**config.mk**
```make
export PLATFORM = sky130hd
export DESIGN_NAME = instr_fetch_issue
export DESIGN_NICKNAME = d
export VERILOG_FILES = /design/src/rtl/instr_fetch_issue.sv
export SDC_FILE = /design/constraint.sdc
export NUM_CORES = 1
export LEC_CHECK = 0
export CAP_MARGIN = 30
export CORE_UTILIZATION = 57
export CTS_CLUSTER_DIAMETER = 50
export DETAILED_ROUTE_END_ITERATION = 6
export GPL_ROUTABILITY_DRIVEN = 0
export PLACE_DENSITY = 0.86
export SYNTH_ARGS = -nofsm -noshare
export SYNTH_HDL_FRONTEND = slang
export SYNTH_SLANG_ARGS = --single-unit
```
**constraint.sdc**
```tcl
create_clock -name clk -period 4.5 [get_ports clk]
set_clock_uncertainty 0.2 [all_clocks]
set_input_delay 0.9 -clock clk [delete_from_list [all_inputs] [get_ports clk]]
set_output_delay 0.9 -clock clk [all_outputs]
set_load 0.01 [all_outputs]
```
**src/rtl/instr_fetch_issue.sv**
```systemverilog
// rtl/instr_fetch_issue.sv - fetch/issue sequencer feeding controlUnit
//
// Holds the PC, fetches 16-bit instruction words over a req/valid
// handshake and presents Opcode/FunctCode to controlUnit for one ISSUE
// cycle. Resolves jump / branch / sequential next-PC and implements the
// program-stall (0111) and halt (1111) opcodes as sequencer states.
//
// Optional feature macro: MUL_STALL_EN
//   When defined, opcode 0000 with FunctCode 0010 holds Opcode/FunctCode
//   for MUL_CYCLES cycles (issue_valid only in the first), then advances
//   the PC once and returns to FETCH.
//
// Ports:
//   clk          in   rising-edge clock
//   rst_n        in   asynchronous active-low reset
//   imem_req     out  fetch request, held until imem_valid
//   imem_addr    out  fetch address (== pc)
//   imem_valid   in   instruction word valid (only honoured in FETCH)
//   imem_data    in   instruction [15:12] op, [11:8] rs, [7:4] rt, [3:0] funct
//   branch_taken in   datapath branch condition, sampled in ISSUE
//   Opcode       out  opcode to controlUnit (0000 outside ISSUE)
//   FunctCode    out  function code to controlUnit (0000 outside ISSUE)
//   issue_valid  out  Opcode/FunctCode carry a real instruction
//   pc           out  current PC
//   halted       out  sequencer halted
//
// ADDR_W must be at least 13: the jump target keeps pc[ADDR_W-1:12].

module instr_fetch_issue #(
    parameter int unsigned       ADDR_W       = 16,
    parameter int unsigned       STALL_CYCLES = 3,
    parameter logic [ADDR_W-1:0] RESET_PC     = '0,
    parameter int unsigned       MUL_CYCLES   = 4
) (
    input  logic              clk,
    input  logic              rst_n,
    output logic              imem_req,
    output logic [ADDR_W-1:0] imem_addr,
    input  logic              imem_valid,
    input  logic [15:0]       imem_data,
    input  logic              branch_taken,
    output logic [3:0]        Opcode,
    output logic [3:0]        FunctCode,
    output logic              issue_valid,
    output logic [ADDR_W-1:0] pc,
    output logic              halted
);

    localparam int unsigned CNT_MAX = (STALL_CYCLES > MUL_CYCLES) ? STALL_CYCLES : MUL_CYCLES;
    localparam int unsigned CNT_W   = $clog2(CNT_MAX + 1);

    localparam logic [3:0] OP_BRANCH = 4'h4;
    localparam logic [3:0] OP_STALL  = 4'h7;
    localparam logic [3:0] OP_JUMP   = 4'hB;
    localparam logic [3:0] OP_HALT   = 4'hF;

    typedef enum logic [2:0] {
        S_FETCH = 3'd0,
        S_ISSUE = 3'd1,
        S_STALL = 3'd2,
        S_HALT  = 3'd3,
        S_MUL   = 3'd4
    } state_t;

    state_t            state_q, state_d;
    logic [ADDR_W-1:0] pc_q, pc_d;
    logic [15:0]       ir_q, ir_d;
    logic [CNT_W-1:0]  cnt_q, cnt_d;
    logic [3:0]        opcode_q, opcode_d;
    logic [3:0]        funct_q, funct_d;
    logic              issue_valid_q, issue_valid_d;
    logic              imem_req_q, imem_req_d;
    logic              halted_q, halted_d;

    logic [ADDR_W-1:0] seq_pc;
    logic [ADDR_W-1:0] br_off;

    assign seq_pc = pc_q + ADDR_W'(1);
    assign br_off = {{(ADDR_W-8){ir_q[7]}}, ir_q[7:0]};

    always_ff @(posedge clk or negedge rst_n) begin
        if (!rst_n) begin
            state_q       <= S_FETCH;
            pc_q          <= RESET_PC;
            ir_q          <= '0;
            cnt_q         <= '0;
            opcode_q      <= 4'h0;
            funct_q       <= 4'h0;
            issue_valid_q <= 1'b0;
            // FETCH is the reset state, so the request is already up on
            // the first cycle after release.
            imem_req_q    <= 1'b1;
            halted_q      <= 1'b0;
        end else begin
            state_q       <= state_d;
            pc_q          <= pc_d;
            ir_q          <= ir_d;
            cnt_q         <= cnt_d;
            opcode_q      <= opcode_d;
            funct_q       <= funct_d;
            issue_valid_q <= issue_valid_d;
            imem_req_q    <= imem_req_d;
            halted_q      <= halted_d;
        end
    end

    // Next-state logic also computes the *next* value of every output so
    // all outputs come straight from flops.
    always_comb begin
        state_d       = state_q;
        pc_d          = pc_q;
        ir_d          = ir_q;
        cnt_d         = cnt_q;
        opcode_d      = 4'h0;
        funct_d       = 4'h0;
        issue_valid_d = 1'b0;

        case (state_q)
            S_FETCH: begin
                if (imem_valid) begin
                    ir_d          = imem_data;
                    state_d       = S_ISSUE;
                    opcode_d      = imem_data[15:12];
                    funct_d       = imem_data[3:0];
                    issue_valid_d = 1'b1;
                end
            end

            S_ISSUE: begin
                state_d = S_FETCH;
                pc_d    = seq_pc;
                case (ir_q[15:12])
                    OP_JUMP:   pc_d = {pc_q[ADDR_W-1:12], ir_q[11:0]};
                    OP_BRANCH: if (branch_taken) pc_d = seq_pc + br_off;
                    OP_STALL: begin
                        state_d = S_STALL;
                        cnt_d   = CNT_W'(STALL_CYCLES);
                    end
                    OP_HALT: begin
                        state_d = S_HALT;
                        pc_d    = pc_q;
                    end
                    default: ;
                endcase
`ifdef MUL_STALL_EN
                // FP multiply (type-A funct 0010): keep the fields on the
                // bus for the remaining MUL_CYCLES-1 cycles, PC advances
                // only when the hold ends.
                if (ir_q[15:12] == 4'h0 && ir_q[3:0] == 4'h2 && MUL_CYCLES > 1) begin
                    state_d  = S_MUL;
                    cnt_d    = CNT_W'(MUL_CYCLES - 1);
                    pc_d     = pc_q;
                    opcode_d = ir_q[15:12];
                    funct_d  = ir_q[3:0];
                end
`endif
            end

            S_STALL: begin
                cnt_d = cnt_q - CNT_W'(1);
                if (cnt_q <= CNT_W'(1)) begin
                    state_d = S_FETCH;
                    cnt_d   = '0;
                end
            end

            S_MUL: begin
                opcode_d = ir_q[15:12];
                funct_d  = ir_q[3:0];
                cnt_d    = cnt_q - CNT_W'(1);
                if (cnt_q <= CNT_W'(1)) begin
                    state_d  = S_FETCH;
                    pc_d     = seq_pc;
                    cnt_d    = '0;
                    opcode_d = 4'h0;
                    funct_d  = 4'h0;
                end
            end

            S_HALT: ;

            default: state_d = S_FETCH;
        endcase

        imem_req_d = (state_d == S_FETCH);
        halted_d   = (state_d == S_HALT);
    end

    assign imem_req    = imem_req_q;
    assign imem_addr   = pc_q;
    assign Opcode      = opcode_q;
    assign FunctCode   = funct_q;
    assign issue_valid = issue_valid_q;
    assign pc          = pc_q;
    assign halted      = halted_q;

endmodule
```
==> results.json <==
{
  "synth_cells": 346,
  "swShare_pct": 46.13,
  "cts_resized": 0,
  "synthTopCellsByArea": "dfrtp_1 35%, ha_1 8.1%, mux2_2 5.6%, xnor2_1 5.2%, a21oi_1 3.7%",
  "power.total_uw": 3415,
  "clock_insertion_delay_worst_skew_ps": 320,
  "vias_per_cell": 6.357,
  "fin_crit_ps": 3468,
  "avgRoutedWirePerCell_um": 17.64,
  "slew-limit-headroom_pct": 34.14,
  "fmax_ghz": 0.2883,
  "fin_crit_sh_pct": 77.08,
  "end_kind": "register",
  "die_area_sq_mm": 0.006275,
  "grt_setup_unrepaired": "no",
  "comb_power_share_pct": 66.2,
  "die_x_um": 79.22,
  "dp_slack_ps": 1134,
  "postLayoutSetupSlackWorst_ps": 1032,
  "htree_levels": 2,
  "port_buffers": 62,
  "cts_tree": "done",
  "worst_pin_slew_ps": 981.3,
  "ant_nets": 0,
  "syn_area_sq_mm": 0.003398,
  "first_pass_iters": 5,
  "clock-sinks": 49,
  "cpLargestDelayFamily": "compound AO/OA/AOI/OAI gates",
  "cp.required_ps": 4500,
  "status": "finished, final reports clean",
  "ctsRootBufferMaster": "clkbuf_8",
  "ios": 63,
  "fp.coreArea_sq_mm": 0.005642,
  "grt_use_total_pct": 27.84,
  "gr-usage-met2_pct": 49.31,
  "max_stage_delay_ps": 560,
  "dp_hpwl_um": 6149,
  "vias": 2956,
  "cp_cell_sequence": "ha_1 > nand2_1 > xnor2_1 > ha_1 > a2111oi_2 > o21ai_1 > a31oi_1 > o21a_1 > xor2_1 > o21ai_0 > a221oi_1 > nor2_1",
  "power_frac_clock_pct": 8.3,
  "use_met1_pct": 33.80,
  "worstSetupPathType": "reg -> reg",
  "overflow": 0,
  "hold_path.class": "reg -> reg",
  "ys_ff_latch": 49,
  "powerDensity_mw_per_mm2": 836.5,
  "syn_nets": 389,
  "critical_path_buf_inv_count": 0,
  "use_met3_pct": 3.563,
  "synth.most_common_cell": "dfrtp_1",
  "power_frac_seq_pct": 25.5,
  "finalHoldViolations": 0,
  "initial_utilization_pct": 60.24,
  "cts_made_buffers": 5,
  "grt_start_max_net_pins": 29,
  "final_nets": 435,
  "synthArstFlopShare_pct": 100.0,
  "clkSlewWorstSetupHoldPaths_ps": 100,
  "critical_path.startpoint_type": "register",
  "drive_gt1_share_pct": 10.94,
  "first_global_vias": 2822,
  "synth_top_area_share_pct": 35.35,
  "drt-initial-drc-count": 235,
  "synth_area_leader_cell": "dfrtp_1",
  "drt_wl_total_um": 8203,
  "postCtsSetupRepairBufs": 0,
  "p_sw_uw": 1576,
  "drc": 0,
  "syn_to_final_growth_pct": 20.14,
  "intPower_uw": 1840,
  "max_cap_violations": 0,
  "seq_area_frac_synth_pct": 36.12,
  "ys.flop_type": "dfrtp_1",
  "cts_buffer_depth": 2,
  "grt_pass1_wl_um": 13540,
  "arrival_ps": 3470,
  "synth_commonest_cells": "48 x dfrtp_1, 25 x a21oi_1, 25 x nor2_1, 23 x nand2_1, 22 x ha_1",
  "leakagePower_uw": 0.001676,
  "grt-busiest-layer": "met2",
  "n_antenna_cell": 0,
  "die_h_um": 79.22,
  "ys_types": 59,
  "critPathMostFrequentCell": "ha_1",
  "synth_warnings": 0,
  "ctsHoldBuffers": 0,
  "antenna_found_initial": 0,
  "irDropWorstVdd_mv": 0.5330,
  "slew_viol_final": 0,
  "slowest_stage": "dfrtp_1",
  "setup_viol": 0,
  "tns_ps": 0,
  "syn_avg_cell_area_sq_um": 9.822,
  "synth-edff-count": 0,
  "row_count": 27,
  "path_max_fanout": 9
}
## final timing paths
| check | endpoint | start | depth (start not counted) | slack [ps] |
|---|---|---|---|---|
| max | imem_addr[11]$_DFFE_PN0P_ | imem_addr[0]$_DFFE_PN0P_ | 12 | 1030 |
| min in group asynchronous | Opcode[3]$_DFF_PN0_ | rst_n | 1 | 350 |
| max reg2reg | imem_addr[11]$_DFFE_PN0P_ | imem_addr[0]$_DFFE_PN0P_ | 12 | 1030 |
| min | cnt_q[2]$_DFFE_PN0P_ | cnt_q[2]$_DFFE_PN0P_ | 1 | 310 |
| max in group asynchronous | imem_addr[2]$_DFFE_PN0P_ | rst_n | 2 | 3200 |
| min reg2reg | cnt_q[2]$_DFFE_PN0P_ | cnt_q[2]$_DFFE_PN0P_ | 1 | 310 |
## through the flow
stage	hold slack, ps	instance area, sq um	util (%)	std cells
after floorplan	264.0	3398	-	346
after global placement	294.3	3960	70.19	455
after detailed placement	301.2	3988	70.68	457
after CTS	312.9	4083	72.37	465
after global routing	340.8	4083	72.37	465
final	313.3	4083	72.37	465
## layout make-up
cell class / instances / area (sq um)
fill: 403 / 1559
multi-input combinational: 265 / 1993
timing repair buffer: 66 / 658.1
inverter: 5 / 18.77
tap: 72 / 90.09
clock inverter: 3 / 26.28
clock buffer: 5 / 68.82
sequential: 49 / 1227
## cells in the final DEF, fill, tap and decap left out, drive strengths merged, types with 3 or more instances in the layout
master,instances
a222oi,4
mux2i,3
a211oi,3
nor2,26
mux2,17
a21o,8
inv,8
a221oi,4
nor3,5
xor2,4
and2,5
xnor2,21
nor4b,3
o21a,3
nand2b,4
nand4,5
a22oi,4
o21ai,12
o22ai,3
dfrtp,48
ha,22
nand2,23
and3,10
a31oi,4
nor3b,3
buf,5
clkdlybuf4s50,61
a21oi,25
a22o,13
clkbuf,5
nand3,11
## cell families (layout without fill, tap and decap cells)
group	after synthesis	in the layout	synth area share, %
buffers and inverters	32	79	5.486
multiplexers	20	20	6.517
adder cells (fa/ha/maj)	23	23	8.689
XOR/XNOR	25	25	6.664
AND/OR/NAND/NOR	101	101	16.24
AO/OA/AOI/OAI	96	96	20.29
flip-flops	49	49	36.12
## sequential cells by signal, summed over array words and instances, names as in the netlist
register and count:
imem_addr 16, halted 1, state_q 3, Opcode 4, imem_req 1, FunctCode 4
cnt_q 3, issue_valid 1, ir_q 16
## power groups by stage
stage	clock network, uW	registers (uW)	logic, uW
global route	303	903	2470
detailed placement	0	877	2210
finish	282	872	2260
floorplan	0	839	1650
CTS	287	869	2220
global placement	0	863	2140
## layer usage
| layer | routed length (um) | vias to the layer above |
|---|---|---|
| li1 | - | 1365 |
| met1 | 3368 | 1463 |
| met2 | 4234 | 112 |
| met3 | 421 | 16 |
| met4 | 179 | 0 |
| met5 | 0 | - |
Note: power is estimated with default switching activity, not from simulation.
==> edit 1, RTL diff (config.mk and constraints unchanged) <==
Reset style: synchronous (`rst_n`), changed in one clocked block. Comments in the files are not updated.
--- a/src/rtl/instr_fetch_issue.sv
+++ b/src/rtl/instr_fetch_issue.sv
@@ -80,3 +80,3 @@
 
-    always_ff @(posedge clk or negedge rst_n) begin
+    always_ff @(posedge clk) begin
         if (!rst_n) begin
Formal check against the unedited RTL: differs if rst_n is asserted again (counterexample within 4 cycles, from zero or initial values and one cycle with rst_n low); with rst_n held inactive, the same outputs for 4 cycles.
==> edit 1 against the original RTL <==
  * Worst setup slack worse by 5.3 ps
  * Sequential cell count stayed put
  * Routed wire length is 5.8% higher
  * Highest routed layer unchanged
  * Final area is 1.4% lower
  * Synthesized area is 1.0% lower
  * Critical endpoint is now imem_addr[15]
  * Maximum frequency is 0.15% lower
Power is left out: it rests on default switching activity, and per cell area and clock period it moved more than threefold.
==> edit 1: results (changes against the original RTL) <==
result of the run=finished, final reports clean; leading post-synthesis cells by instance count=nand2_1, dfxtp_1, a21oi_1; biggest fanout along the worst timing path=8 (-1); class of the worst hold path=reg -> reg; fraction of the mapped netlist area in compound gates=26.9% (+6.6 points); global-route wire length before repair=14,400 um (+6.4%); pin count of the biggest net entering global routing=24 (-17%); Primary FF master, synth=dfxtp_1; number of clock buffers in the layout=5 (unchanged); detailed-route vias per instance=6.16 (-3.0%); clock transition at the register clock pins on the worst setup and hold paths after CTS=90 ps; fill cell total of the finished layout=468 (+16%); non-clock buffer contribution to total cell area=15.8% (-0.32 points); Global Route Usage Sum=29.2% (+1.4 points); maximum single-stage delay on the critical path=460 ps (-100 ps); area share of fa/ha/maj cells after synthesis=8.78% (+0.091 points); maximum level of the CTS H-tree=2 (unchanged); number of sinks driven by the clock tree=49 (unchanged); Starting DRT DRC Count=328 (+40%); area used by multi-input combinational logic=0.00214 mm2 (+7.6%); non-clock buffer count in the final layout=64 (-3.0%); HPWL Detailed=6300 um (+2.5%); root buffer selected by CTS=clkbuf_8; Worst path slowest cell=dfxtp_1; total number of nets in the final design=503 (+16%); Final clock-cell share=2.80% (+0.47 points); async set-or-reset flop fraction in the synthesized netlist=0% (-100 points); leading cell types by total area after synthesis=dfxtp_1, ha_1, nand2_1; Leading cell kind=multi-input combinational cells; count of input and output buffers=62 (unchanged); Non-clock inverters=16 (+11); Antenna Cells=0 (unchanged); number of gates resized after cts=0 (unchanged); 1st-pass router iterations=6 (+1); kind of cell with the highest combined delay on the critical path=compound AO/OA/AOI/OAI gates; sequential cell area fraction in the yosys report=29.2% (-7.0 points); insertion delay of the later-clocked pin in the worst-skew pair=310 ps; net count of the mapped netlist=462 (+19%); buffer depth of the longest clock path=2 (unchanged); number of synthesis warnings=0 (unchanged); share of synthesized area spent on multiplexers=0.595% (-5.9 points); slew margin rel.=33.2% (-0.98 points); total area of sequential cells=981 um2 (-20%); Data arrival, critical path=3510 ps (+40 ps); fraction of final layout cells sized beyond drive strength 1=5.86% (-5.1 points); number of setup buffers added after CTS=0 (unchanged); post-synthesis cell type count=58 (-1.7%); via count of the first global-routing pass=3,050 (+8.1%); Synth Area in XOR/XNOR=5.73% (-0.94 points); count of multi-input combinational gates=324 (+22%); initial antenna violation count=0 (unchanged); Routed WL=8680 um (+5.8%)
==> edit 1: through the flow <==
stage / setup WS (ps) / instances / utilization [%] / hold slack [ps] / instance area (um2)
after floorplan: 1370 / 419 / - / 244 / 3360
after global placement: 1210 / 525 / 69.7 / 281 / 3910
after detailed placement: 1120 / 525 / 69.7 / 289 / 3910
after CTS: 1100 / 533 / 71.8 / 302 / 4020
after global routing: 734 / 533 / 71.8 / 336 / 4020
final: 1030 / 533 / 71.8 / 299 / 4020
==> edit 1: path summary, 6_finish.rpt <==
kind                startpoint            end  slack (ps)  cells after the start
setup / recovery  imem_addr[0]  imem_addr[15]        1030                     12
hold / removal         ir_q[4]        ir_q[4]         300                      2
setup reg to reg  imem_addr[0]  imem_addr[15]        1030                     12
hold reg to reg        ir_q[4]        ir_q[4]         300                      2
==> edit 1: per-layer routing <==
layer	GRT usage [%]	wire length (um)	share of wire [%]
met5	0	0	0
met4	13.1	135	1.6
met3	5.75	694	8.0
met2	45.6	4060	47
met1	38.9	3790	44
==> edit 2, RTL diff (same flow settings) <==
Without the edit above. Change the parameter `ADDR_W` from 16 to 14.
--- a/src/rtl/instr_fetch_issue.sv
+++ b/src/rtl/instr_fetch_issue.sv
@@ -29,3 +29,3 @@
 module instr_fetch_issue #(
-    parameter int unsigned       ADDR_W       = 16,
+    parameter int unsigned       ADDR_W       = 14,
     parameter int unsigned       STALL_CYCLES = 3,
Ports: changed (resized imem_addr and pc); port bits go from 63 to 59. The function was not compared with the original's and may differ.
==> edit 2 against the original RTL <==
  * Sequential cell count decreased by 2
  * Synthesized cell count decreased by 6.4%
  * Critical path depth decreased by 2
  * Global-route usage decreased by 0.55 points
  * Clock power decreased by 7.1%
  * Synthesized area decreased by 6.8%
  * Routed wire length decreased by 10%
  * Total power decreased by 8.2%
  * Worst setup slack improved by 81 ps
  * Final area decreased by 6.8%
  * Largest cell class unchanged
==> edit 2: results (changes against the original RTL) <==
result of the run=finished, final reports clean; biggest fanout along the worst timing path=11 (+2); Buf+Inv Stages, Crit Path=0 (unchanged); buffer depth of the longest clock path=2 (unchanged); count of input and output buffers=58 (-6.5%); kind of cell with the highest combined delay on the critical path=compound AO/OA/AOI/OAI gates; via count of the first global-routing pass=2,556 (-9.4%); net count of the mapped netlist=364 (-6.4%); slew margin rel.=53.2% (+19 points); insertion delay of the later-clocked pin in the worst-skew pair=310 ps; Sw Share=46.2% (+0.088 points); sequential cell area fraction in the yosys report=37.2% (+1.1 points); register containing the most flip-flops in the final layout=ir_q; post-synthesis cell type count=58 (-1.7%); routed wirelength normalized by instance count=16.8 um (-4.6%); capture instance of the worst register-to-register path=imem_addr[13]; placed cells=429 (-6.1%); area used by multi-input combinational logic=0.00179 mm2 (-10%); Max Used Layer=met4; number of flip-flops in the largest register=16; metal2 WL=3440 um (-19%); average footprint of a synthesized cell=9.77 um2 (-0.48%); Data arrival, critical path=3390 ps (-80 ps); cell area after placement=0.00371 mm2 (-6.8%); clock transition at the register clock pins on the worst setup and hold paths after CTS=90 ps; fraction of final layout cells sized beyond drive strength 1=10.4% (-0.59 points); detailed-route vias per instance=6.18 (-2.8%); register-to-register setup slack=1110 ps (+80 ps); global-route wire length before repair=12,700 um (-6.6%); detailed-routing wirelength on met1=3310 um (-1.7%); reg2reg start=imem_addr[2]; leading post-synthesis cells by instance count=dfrtp_1, ha_1, a21oi_1, nand2_1, mux2_2; number of gates resized after cts=0 (unchanged); Worst path slowest cell=dfrtp_1; root buffer selected by CTS=clkbuf_8; pin count of the biggest net entering global routing=36 (+24%); Global Route Usage Sum=27.3% (-0.55 points); fill cell total of the finished layout=385 (-4.5%); class of the worst hold path=in -> async; worst IR drop on VDD=0.346 mV (-35%); Placement Setup Slack=1200 ps (+65.7 ps); worst reg-to-reg path cell count=10 (-2); Finished Layout Cells=437 (-6.0%); maximum single-stage delay on the critical path=510 ps (-50 ps); Static Leakage=1.57 nW (-6.6%); HPWL Detailed=5320 um (-13%); Starting DRT DRC Count=185 (-21%); leading cell types by total area after synthesis=dfrtp_1, ha_1, mux2_2; tightest hold margin=271 ps (-42.5 ps); total number of nets in the final design=406 (-6.7%); length of routed met3 wiring=548 um (+30%)
edit 2: cell types whose count changed in the layout (fill, tap and decap cells not counted), sizes merged, moves of 4 or more:
cell and change:
nand2 -5, clkdlybuf4s50 -4, nor2 -13, and2 -4, o21ai +7, a222oi -4, a21oi -7, xnor2 -8
and3 -4
edit 2: cell type report:
cell class,count,area share (%)
sequential,47,31.0
clock buffer,6,1.91
multi-input combinational,240,47.2
clock inverter,2,0.428
inverter,10,0.987
timing repair buffer,62,16.2
tap,70,2.30
edit 2: worst max path at each step:
stage / from / to / slack, ps / cells past startpoint
3_3_place_gp: imem_addr[2] / imem_addr[13] / 1300 / 10
2_1_floorplan: imem_addr[2] / imem_addr[13] / 1390 / 12
4_1_cts: imem_addr[2] / imem_addr[13] / 1180 / 10
3_5_place_dp: imem_addr[2] / imem_addr[13] / 1200 / 10
5_1_grt: imem_addr[2] / imem_addr[13] / 900 / 10
6_report: imem_addr[2] / imem_addr[13] / 1110 / 10
edit 2: layer usage:
layer	vias to the layer above	track usage, %
met5	-	0
met4	0	6.15
met3	7	5.63
met2	117	43.7
met1	1297	38.1
li1	1280	-
edit 2: cells by family after synthesis:
family          after synthesis  synth area share [%]
mux                          18                  6.32
buf+inv                      37                  6.64
flops                        47                  37.2
fa+ha+maj                    20                  8.14
xor+xnor                     19                  5.25
simple gates                 88                  15.8
compound gates               95                  20.6
edit 2: power by group through the flow:
stage                     Combinational (mW)  Sequential, mW  Clock [mW]
final                                   2.02           0.853       0.262
after global routing                    2.23           0.887       0.284
after detailed placement                1.98           0.850           0
after floorplan                         1.47           0.805           0
after global placement                  1.93           0.843           0
after CTS                               2.00           0.849       0.267
